--- src/rtl/product_accumulator.sv ---
// product_accumulator: sums groups of LEN signed products, optional saturation via PRODUCT_ACCUMULATOR_SAT_EN
module product_accumulator #(
  parameter int P_W   = 64,
  parameter int ACC_W = 72,
  parameter int LEN   = 8,
  parameter int CNT_W = $clog2(LEN + 1)
) (
  input  logic             i_clk,
  input  logic             i_rst,
  input  logic             i_valid,
  input  logic [P_W-1:0]   i_product,
  output logic             o_ready,
  input  logic             i_clear,
  output logic             o_valid,
  input  logic             i_ready,
  output logic [ACC_W-1:0] o_sum,
  output logic [CNT_W-1:0] o_count,
  output logic             o_overflow
);
  typedef enum logic {ACC, DONE} state_t;
  state_t state;
  logic [ACC_W-1:0] acc, addend, nxt;
  logic take;
  assign addend  = ACC_W'($signed(i_product));
  assign o_ready = (state == ACC) && !i_clear;
  assign take    = i_valid && o_ready;
`ifdef PRODUCT_ACCUMULATOR_SAT_EN
  logic [ACC_W-1:0] raw;
  logic ovf_add, hs;
  assign raw     = acc + addend;
  assign ovf_add = (acc[ACC_W-1] == addend[ACC_W-1]) && (raw[ACC_W-1] != acc[ACC_W-1]);
  assign nxt     = !ovf_add ? raw :
                   acc[ACC_W-1] ? {1'b1, {(ACC_W-1){1'b0}}} : {1'b0, {(ACC_W-1){1'b1}}};
  assign hs      = o_valid && i_ready;
  // sticky per-group saturation flag, dropped on handshake, clear or reset
  always_ff @(posedge i_clk) begin
    if (i_rst || i_clear || hs) o_overflow <= 1'b0;
    else if (take && ovf_add) o_overflow <= 1'b1;
  end
`else
  assign nxt        = acc + addend;
  assign o_overflow = 1'b0;
`endif
  // group accumulation and output handshake: rst > clear > handshake > accept
  always_ff @(posedge i_clk) begin
    if (i_rst) begin
      state   <= ACC;
      acc     <= '0;
      o_count <= '0;
      o_sum   <= '0;
      o_valid <= 1'b0;
    end else if (i_clear) begin
      state   <= ACC;
      acc     <= '0;
      o_count <= '0;
      o_valid <= 1'b0;
    end else if (state == DONE) begin
      if (i_ready) begin
        state   <= ACC;
        o_valid <= 1'b0;
        o_count <= '0;
      end
    end else if (take) begin
      if (o_count == CNT_W'(LEN - 1)) begin
        o_sum   <= nxt;
        o_valid <= 1'b1;
        state   <= DONE;
        acc     <= '0;
        o_count <= CNT_W'(LEN);
      end else begin
        acc     <= nxt;
        o_count <= o_count + CNT_W'(1);
      end
    end
  end
endmodule

--- config.mk ---
export PLATFORM = sky130hd
export DESIGN_NAME = product_accumulator
export DESIGN_NICKNAME = d
export VERILOG_FILES = /design/src/rtl/product_accumulator.sv
export SDC_FILE = /design/constraint.sdc
export NUM_CORES = 1
export LEC_CHECK = 0
export CELL_PAD_IN_SITES_DETAIL_PLACEMENT = 0
export CELL_PAD_IN_SITES_GLOBAL_PLACEMENT = 2
export CORE_ASPECT_RATIO = 1.2
export CORE_MARGIN = 2
export CORE_UTILIZATION = 26
export CTS_CLUSTER_SIZE = 14
export DETAILED_ROUTE_END_ITERATION = 10
export GPL_ROUTABILITY_DRIVEN = 1
export PLACE_DENSITY_LB_ADDON = 0.1
export SYNTH_ARGS = -nofsm -noshare
export SYNTH_HDL_FRONTEND = slang
export SYNTH_SLANG_ARGS = --single-unit
--- constraint.sdc ---
create_clock -name i_clk -period 5.1 [get_ports i_clk]
set_input_delay 1.53 -clock i_clk [delete_from_list [all_inputs] [get_ports i_clk]]
set_output_delay 1.53 -clock i_clk [all_outputs]
set_load 0.02 [all_outputs]
# ---- Word-level counts from Yosys, hierarchy flattened
# Index checks and enable logic that the tools add are counted.
dict set report totals {
  register_bits 150
  latchBits 0
  ram_bits 0
  romBits 0
  in_bits 69
  elab_cells 34
  n_memories 0
}
dict set report classes {
  addsub 2
  multipliers 0
  n_div 0
  magnitude_cmp 0
  eq_ne 2
  shifts 0
  n_mux 13
  bitwise_logic 2
  reduce_logical 10
}
# cell n
set op_table {}
lappend op_table {{$add 72x72->72} 1}
lappend op_table {{$mux 72} 1}
lappend op_table {{$mux 4} 4}
lappend op_table {{$mux 1} 8}
lappend op_table {{$add 4x1->4 const B} 1}
lappend op_table {{$eq 4x3->1 const B} 1}
lappend op_table {{$reduce_and 2->1} 2}
lappend op_table {{$reduce_and 4->1} 1}
lappend op_table {{$reduce_bool 2->1} 2}
lappend op_table {{$reduce_and 3->1} 1}
lappend op_table {{$logic_and 1x1->1} 2}
lappend op_table {{$ne 2x2->1 const B} 1}
lappend op_table {{$not 1->1} 2}
lappend op_table {{$reduce_or 2->1} 1}
lappend op_table {{$logic_not 1->1} 1}

# ---- Logic depth before layout (Yosys ltp)
# Gate-level depths: netlist (run 1).
dict set report logic_depth {
  word_depth 5
  ltp_mapped 11
  depth_no_buf 11
}

# ---- Worst setup path before layout (run 1)
# No wires, ideal clock.
dict set report synth_timing {
  path_type {input -> register}
  start {input i_product[0]}
  end {register acc[66]}
  setup_time_ps 117
  t_arrival_ps 4123
  required_ps 4983
  slack_ps 859
  path_stages 11
  cell_sequence {ha_1 > fa_1 > a21o_1 > a221o_1 > a32oi_4 > a21oi_2 > a21oi_4 > o31ai_4 > a32o_1 > or3_1 > a32o_1}
}
dict set report synth_via {
  elab_chain_len 2
}
# item line
set synth_lines {}
lappend synth_lines {{from (decl)} 11} ;# input logic [P_W-1:0] i_product,
lappend synth_lines {{$add 72x72->72} 41} ;# assign nxt = acc + addend;
lappend synth_lines {{$mux 72} 64} ;# if (o_count == CNT_W'(LEN - 1)) begin
lappend synth_lines {{to (signal assigned)} 71} ;# acc <= nxt;
lappend synth_lines {{to (decl)} 22} ;# logic [ACC_W-1:0] acc, addend, nxt;
# Every way passes these cells.
# A chain may end at the register's enable or synchronous reset.

# ---- Worst setup path after layout (run 1)
dict set report layout_timing {
  start {input i_product[0]}
  end {register o_sum[40]}
}
dict set report layout_via {
  elab_chain_len 1
}
# item line
set layout_lines {}
lappend layout_lines {{$add 72x72->72} 41}
lappend layout_lines {{to (signal assigned)} 65} ;# o_sum <= nxt;
lappend layout_lines {{to (decl)} 16} ;# output logic [ACC_W-1:0] o_sum,
# Every way passes these cells.

==> impl_metrics.json, run 1 <==
{
  "synthFlopType": "dfxtp_1",
  "combPwrFrac": 0.175,
  "setup_tns_ns": 0,
  "clkSinkCount": 150,
  "synth-edff-count": 0,
  "place_area_sq_um": 12500,
  "switching_power_uw": 920.2,
  "yosys.area_share.simple": 0.2216,
  "dpl.hpwl_um": 30630,
  "worstSetupPathType": "in2reg",
  "drv_cap": 0,
  "min_period_ns": 4.670,
  "slew_headroom": 0.5030,
  "finalMaxSlewViolations": 0,
  "synth_most_common_cell": "nand2_1",
  "drive_gt1_frac": 0.08652,
  "die_w_um": 184.3,
  "netlist_top_cells_area": "dfxtp_1 30%, ha_1 8.9%, a21oi_1 8.1%, nand2_1 6.9%, o21ai_0 4.8%",
  "viasPerCell": 5.116,
  "antenna_left": 0,
  "yosysTopAreaCellShare": 0.2961,
  "yosysUniqueCellTypes": 71,
  "ys_seq_area_frac": 0.2961,
  "worst-path-stages": 12,
  "path_max_fanout": 4,
  "critPathLaunchType": "input port",
  "final_area_sq_um": 13090,
  "crit_start": "i_product[0]",
  "wl_per_cell_um": 19.62,
  "tritoncts": "built",
  "crit_end": "o_sum[40]",
  "fin_cells": 2017,
  "track_usage": 0.2003,
  "num_io_pins": 148,
  "swShare": 0.3002,
  "cp-end-kind": "flip-flop",
  "grt_pass1_wl_um": 61760,
  "r2r-start": "acc[0]",
  "avgSynthCellArea_sq_um": 7.613,
  "cpPeakStageDelay_ns": 0.45,
  "fin_skew_ns": 0.01339,
  "htreeDepth": 4,
  "firstDrtPassIters": 5,
  "setup_ws_ns": 0.4295,
  "ir_worst_vdd_mv": 0.2337,
  "initial_utilization": 0.2624,
  "netlist_area_sq_um": 10140,
  "chipHeight_um": 220.3,
  "cts_resized": 0,
  "r2r_slack_ns": 1.64,
  "worstPathCellList": "clkdlybuf4s50_1, ha_1, fa_1, a21o_1, a221o_1, a21oi_1, o21ai_0, a21boi_0, o21ai_0, a31oi_1, xor2_1, o21ai_0",
  "cpMostUsedCell": "o21ai_0",
  "nNetsFinal": 1620,
  "antenna_cells": 0,
  "multiInputGateArea_sq_um": 6710,
  "synthArstFlopShare": 0,
  "synth-compound-area-share": 0.2919,
  "critPathArrivalTime_ns": 4.98,
  "grt_remaining_overflow": 0,
  "required_ns": 5.41,
  "vias": 10318,
  "wl_um": 39580,
  "worst_slew_pin_slew_ns": 0.7454,
  "hold_path.class": "reg2reg",
  "ys_ff_latch": 150,
  "seq_area_sq_um": 3003,
  "p_leak_nw": 5.046,
  "status": "complete, no violations",
  "post_cts_buffers": 0,
  "period_share": 0.9158,
  "synth_common_cells": "186 x nand2_1, 165 x a21oi_1, 150 x dfxtp_1",
  "drcViolationCount": 0,
  "postCtsHoldBufs": 0,
  "finalPower_mw": 3.066,
  "synth_cells": 1332,
  "antenna_found_initial": 0,
  "synth_warnings": 0,
  "drt_iter0_markers": 530,
  "clk_latency_ns": 0.46,
  "area_growth_pct": 29.12,
  "core_area_sq_um": 38650,
  "hold_ws_ns": 0.4477,
  "r2r-end": "o_sum[40]",
  "crit_buf_inv": 1,
  "synth_fa_ha_area_frac": 0.09081,
  "worst_path_max_delay_cell": "clkdlybuf4s50_1",
  "clkPwrFrac": 0.431,
  "max_freq_mhz": 214.1,
  "clockBufferDepth": 2,
  "reg2reg_depth": 11,
  "finalHoldViolCount": 0,
  "synthMuxAreaShare": 0.005922,
  "place_congestion": 0.8380,
  "powerDensity_nw_per_um2": 234.1,
  "place_inst": 1985,
  "rows": 79,
  "dp_worst_setup_slack_ns": -0.05011,
  "synth_top_family_by_area": "compound AO/OA/AOI/OAI gates",
  "p_int_mw": 2.145,
  "cts_root_buf": "clkbuf_16",
  "grt_pass1_vias": 10583,
  "post-route-util": 0.3388,
  "numCtsBuffers": 17,
  "path_clk_slew_ns": 0.06,
  "synth_top_area_cell": "dfxtp_1",
  "fill_cells": 4152,
  "synth-xor-area-share": 0.04837,
  "seqPwrFrac": 0.394,
  "cp_top_family": "compound AO/OA/AOI/OAI gates",
  "grt_max_degree": 51,
  "syn-num-nets": 1474,
  "setup_viol": 0,
  "portBuffers": 146,
  "die_area_sq_um": 40610,
  "rsz0062_at_grt": "false"
}
-- metal layers --
layer / part of all wire / global-route usage
met2: 0.51 / 0.3689
met1: 0.44 / 0.2392
met4: 0.019 / 0.06107
met3: 0.029 / 0.02946
met5: 0 / 0
-- tightest hold or removal path: stages, from the launching register on --
cell and delay (ns):
dfxtp_1 0.31, nand2_1 0.05, a21oi_1 0.05
-- final cells by class --
cell class | instances | area share
Clock buffer | 19 | 0.03383
Clock inverter | 13 | 0.01156
Inverter | 27 | 0.007740
Multi-Input combinational cell | 1065 | 0.5125
Sequential cell | 150 | 0.2293
Tap cell | 526 | 0.05026
Timing Repair Buffer | 217 | 0.1548
-- power groups by stage --
stage / logic (mW) / registers (mW) / clock network [mW]
after floorplan: 0.326 / 1.23 / 0
final: 0.537 / 1.21 / 1.32
after detailed placement: 0.539 / 1.23 / 0
after global placement: 0.541 / 1.23 / 0
after global routing: 0.596 / 1.21 / 1.41
after CTS: 0.541 / 1.21 / 1.37
-- kinds of logic (layout without fill, tap and decap cells) --
kind of cell	Yosys count	count (layout)
muxes	6	6
buffers and inverters	117	276
and+or+nand+nor	467	467
AOI/OAI and AO/OA	462	462
xor gates and xnor gates	56	56
DFF	150	150
other	1	1
adders and majority gates	73	73
-- how the worst min path moves through the flow --
stage / startpoint / to / slack, ns / cells past startpoint
final: o_sum[52] / o_sum[52] / 0.45 / 2
after global placement: acc[53] / acc[53] / 0.44 / 2
after global routing: o_sum[39] / o_sum[39] / 0.47 / 2
after detailed placement: o_sum[52] / o_sum[52] / 0.45 / 2
after CTS: o_sum[52] / o_sum[52] / 0.45 / 2
after floorplan: acc[22] / acc[22] / 0.43 / 2
-- placed cells by master, fill, tap and decap left out, types with 19 or more instances in the layout --
cell	count
inv_1	27
nor3_1	28
a22oi_1	29
nor2_1	78
o21ai_0	97
xnor2_1	27
or3_1	22
nand4_1	46
a21oi_1	165
xor2_1	29
nand3b_1	24
ha_1	72
clkdlybuf4s50_1	145
o21bai_1	19
a21o_1	33
dfxtp_1	150
nand2_1	185
buf_4	68
nand3_1	27
-- sequential cells by signal (all words and copies together), names as in the netlist --
name	count
o_sum	72
acc	72
o_count	4
state	1
o_valid	1
Note: power is estimated with default switching activity, not from simulation.
==> run 2: changes to the inputs <==
Clock period 5.1 ns to 5.09 ns, I/O delays scaled along.
==> run 2 against run 1 <==
Against the previous run: clock power is essentially flat; hold slack gained 0.0020 ns; die area is the same; combinational power is essentially flat; via count shrank 0.46%; first-iteration DRC count shrank 6.0%.
==> impl_metrics.json, run 2 (same netlist as run 1, synthesis figures left out) <==
{
  "status": "complete, no violations",
  "antenna_found_initial": 0,
  "cp_top_family": "compound AO/OA/AOI/OAI gates",
  "antenna_cells": 0,
  "finalPower_mw": 3.058,
  "r2r-end": "o_sum[40]",
  "hold_depth": 2,
  "seqPwrFrac": 0.396,
  "cts_root_buf": "clkbuf_16",
  "worst_path_max_delay_cell": "clkdlybuf4s50_1",
  "fin_skew_ns": 0.01236,
  "max_freq_mhz": 216.0,
  "clockBufferDepth": 2,
  "numCtsBuffers": 17,
  "reg2reg_depth": 11,
  "firstDrtPassIters": 5,
  "nNetsFinal": 1623,
  "clkPwrFrac": 0.428,
  "drcViolationCount": 0,
  "cpPeakStageDelay_ns": 0.46,
  "setup_viol": 0,
  "path_max_fanout": 4,
  "area_growth_pct": 29.19,
  "r2r-start": "acc[0]",
  "post_cts_buffers": 0,
  "drv_cap": 0,
  "grt_max_degree": 51,
  "grt_remaining_overflow": 0,
  "rows": 79,
  "final_cell_mix": "185 x nand2_1, 165 x a21oi_1, 150 x dfxtp_1, 145 x clkdlybuf4s50_1, 97 x o21ai_0",
  "drive_gt1_frac": 0.08902,
  "tritoncts": "built",
  "path_clk_slew_ns": 0.06,
  "track_usage": 0.1999,
  "finalHoldViolCount": 0,
  "cp-end-kind": "flip-flop",
  "wl_per_cell_um": 19.61,
  "chipHeight_um": 220.3,
  "viasPerCell": 5.085,
  "min-delay-start": "o_sum[52]",
  "vias": 10271,
  "p_leak_nw": 5.061,
  "hold_path.class": "reg2reg",
  "place_inst": 1988,
  "critPathLaunchType": "input port",
  "grt_pass1_vias": 10455,
  "wl_um": 39620,
  "initial_utilization": 0.2624,
  "cpMostUsedCell": "o21ai_0",
  "hold_ws_ns": 0.4497,
  "switching_power_uw": 923.5,
  "rsz0062_at_grt": "false",
  "final_common_cell": "nand2_1",
  "finalMaxSlewViolations": 0,
  "cts_resized": 0,
  "crit_buf_inv": 1,
  "fin_cells": 2020,
  "slew_headroom": 0.4983,
  "whs_endpoint": "o_sum[52]",
  "worst_slew_pin_slew_ns": 0.7525,
  "swShare": 0.3020,
  "antenna_left": 0,
  "place_congestion": 0.8469,
  "core_area_sq_um": 38650,
  "die_w_um": 184.3,
  "die_area_sq_um": 40610,
  "p_int_mw": 2.134,
  "powerDensity_nw_per_um2": 233.4,
  "top_regs": "acc (72), o_sum (72), o_count (4)",
  "period_share": 0.9095,
  "required_ns": 5.40,
  "ir_worst_vdd_mv": 0.2243,
  "combPwrFrac": 0.176,
  "critPathArrivalTime_ns": 4.94,
  "fill_cells": 4150,
  "portBuffers": 146,
  "min_period_ns": 4.629,
  "worstSetupPathType": "in2reg",
  "dpl.hpwl_um": 30870,
  "clk_latency_ns": 0.46,
  "grt_pass1_wl_um": 61350,
  "r2r_slack_ns": 1.70,
  "postCtsHoldBufs": 0,
  "worstPathCellList": "clkdlybuf4s50_1, ha_1, fa_1, a21o_1, a221o_1, a21oi_1, o21ai_0, a21boi_0, o21ai_0, a31oi_1, xor2_1, o21ai_0",
  "clkSinkCount": 150,
  "num_io_pins": 148,
  "drt_iter0_markers": 498,
  "htreeDepth": 4
}
-- run 2: cell count changes in the layout (fill, tap and decap cells not counted), sizes merged --
cell    before  now
inv         28   30
buf         72   75
clkbuf      19   17
-- run 2: routing by layer --
layer	vias up	wire, um	GRT usage
li1	5182	-	-
met4	0	743	0.06267
met1	4884	17640	0.2405
met5	-	0	0
met2	172	20310	0.3667
met3	33	920	0.02716
-- run 2: layout make-up --
class | instances | area (sq um) | share of cell area
Inverter | 27 | 101.3 | 0.007736
Tap cell | 526 | 658.1 | 0.05023
Clock buffer | 17 | 425.4 | 0.03247
Clock inverter | 15 | 153.9 | 0.01175
Sequential cell | 150 | 3003 | 0.2292
Multi-Input combinational cell | 1065 | 6710 | 0.5122
Timing Repair Buffer | 220 | 2049 | 0.1564
-- run 2: power groups by stage --
stage | clock network [mW] | registers [mW] | logic, mW
finish | 1.31 | 1.21 | 0.539
global route | 1.40 | 1.21 | 0.597
CTS | 1.36 | 1.21 | 0.546
detailed placement | 0 | 1.24 | 0.543
global placement | 0 | 1.24 | 0.544
floorplan | 0 | 1.23 | 0.327
-- run 2: through the flow --
step | TNS (ns) | utilization | worst slack [ns] | cell area (sq um)
global route | 0 | 0.3390 | 0.2008 | 13100
floorplan | 0 | - | 0.8524 | 10140
CTS | 0 | 0.3390 | 0.3958 | 13100
global placement | -0.1110 | 0.3240 | -0.07135 | 12520
detailed placement | -0.1696 | 0.3240 | -0.09667 | 12520
finish | 0 | 0.3390 | 0.4608 | 13100
-- run 2: worst register-to-register path, delay by kind of cell (launching register included) --
family / cells / cell delay, ns
flip-flops: 1 / 0.33
adder cells (fa/ha/maj): 2 / 0.62
XOR/XNOR: 1 / 0.29
AO/OA/AOI/OAI: 8 / 2.00
-- run 2: worst max path at each step --
stage / cells past startpoint / end / from
after floorplan: 11 / acc[66] / i_product[0]
after global placement: 12 / o_sum[40] / i_product[0]
after detailed placement: 12 / o_sum[40] / i_product[0]
after CTS: 12 / o_sum[40] / i_product[0]
after global routing: 12 / acc[40] / i_product[0]
final: 12 / o_sum[40] / i_product[0]
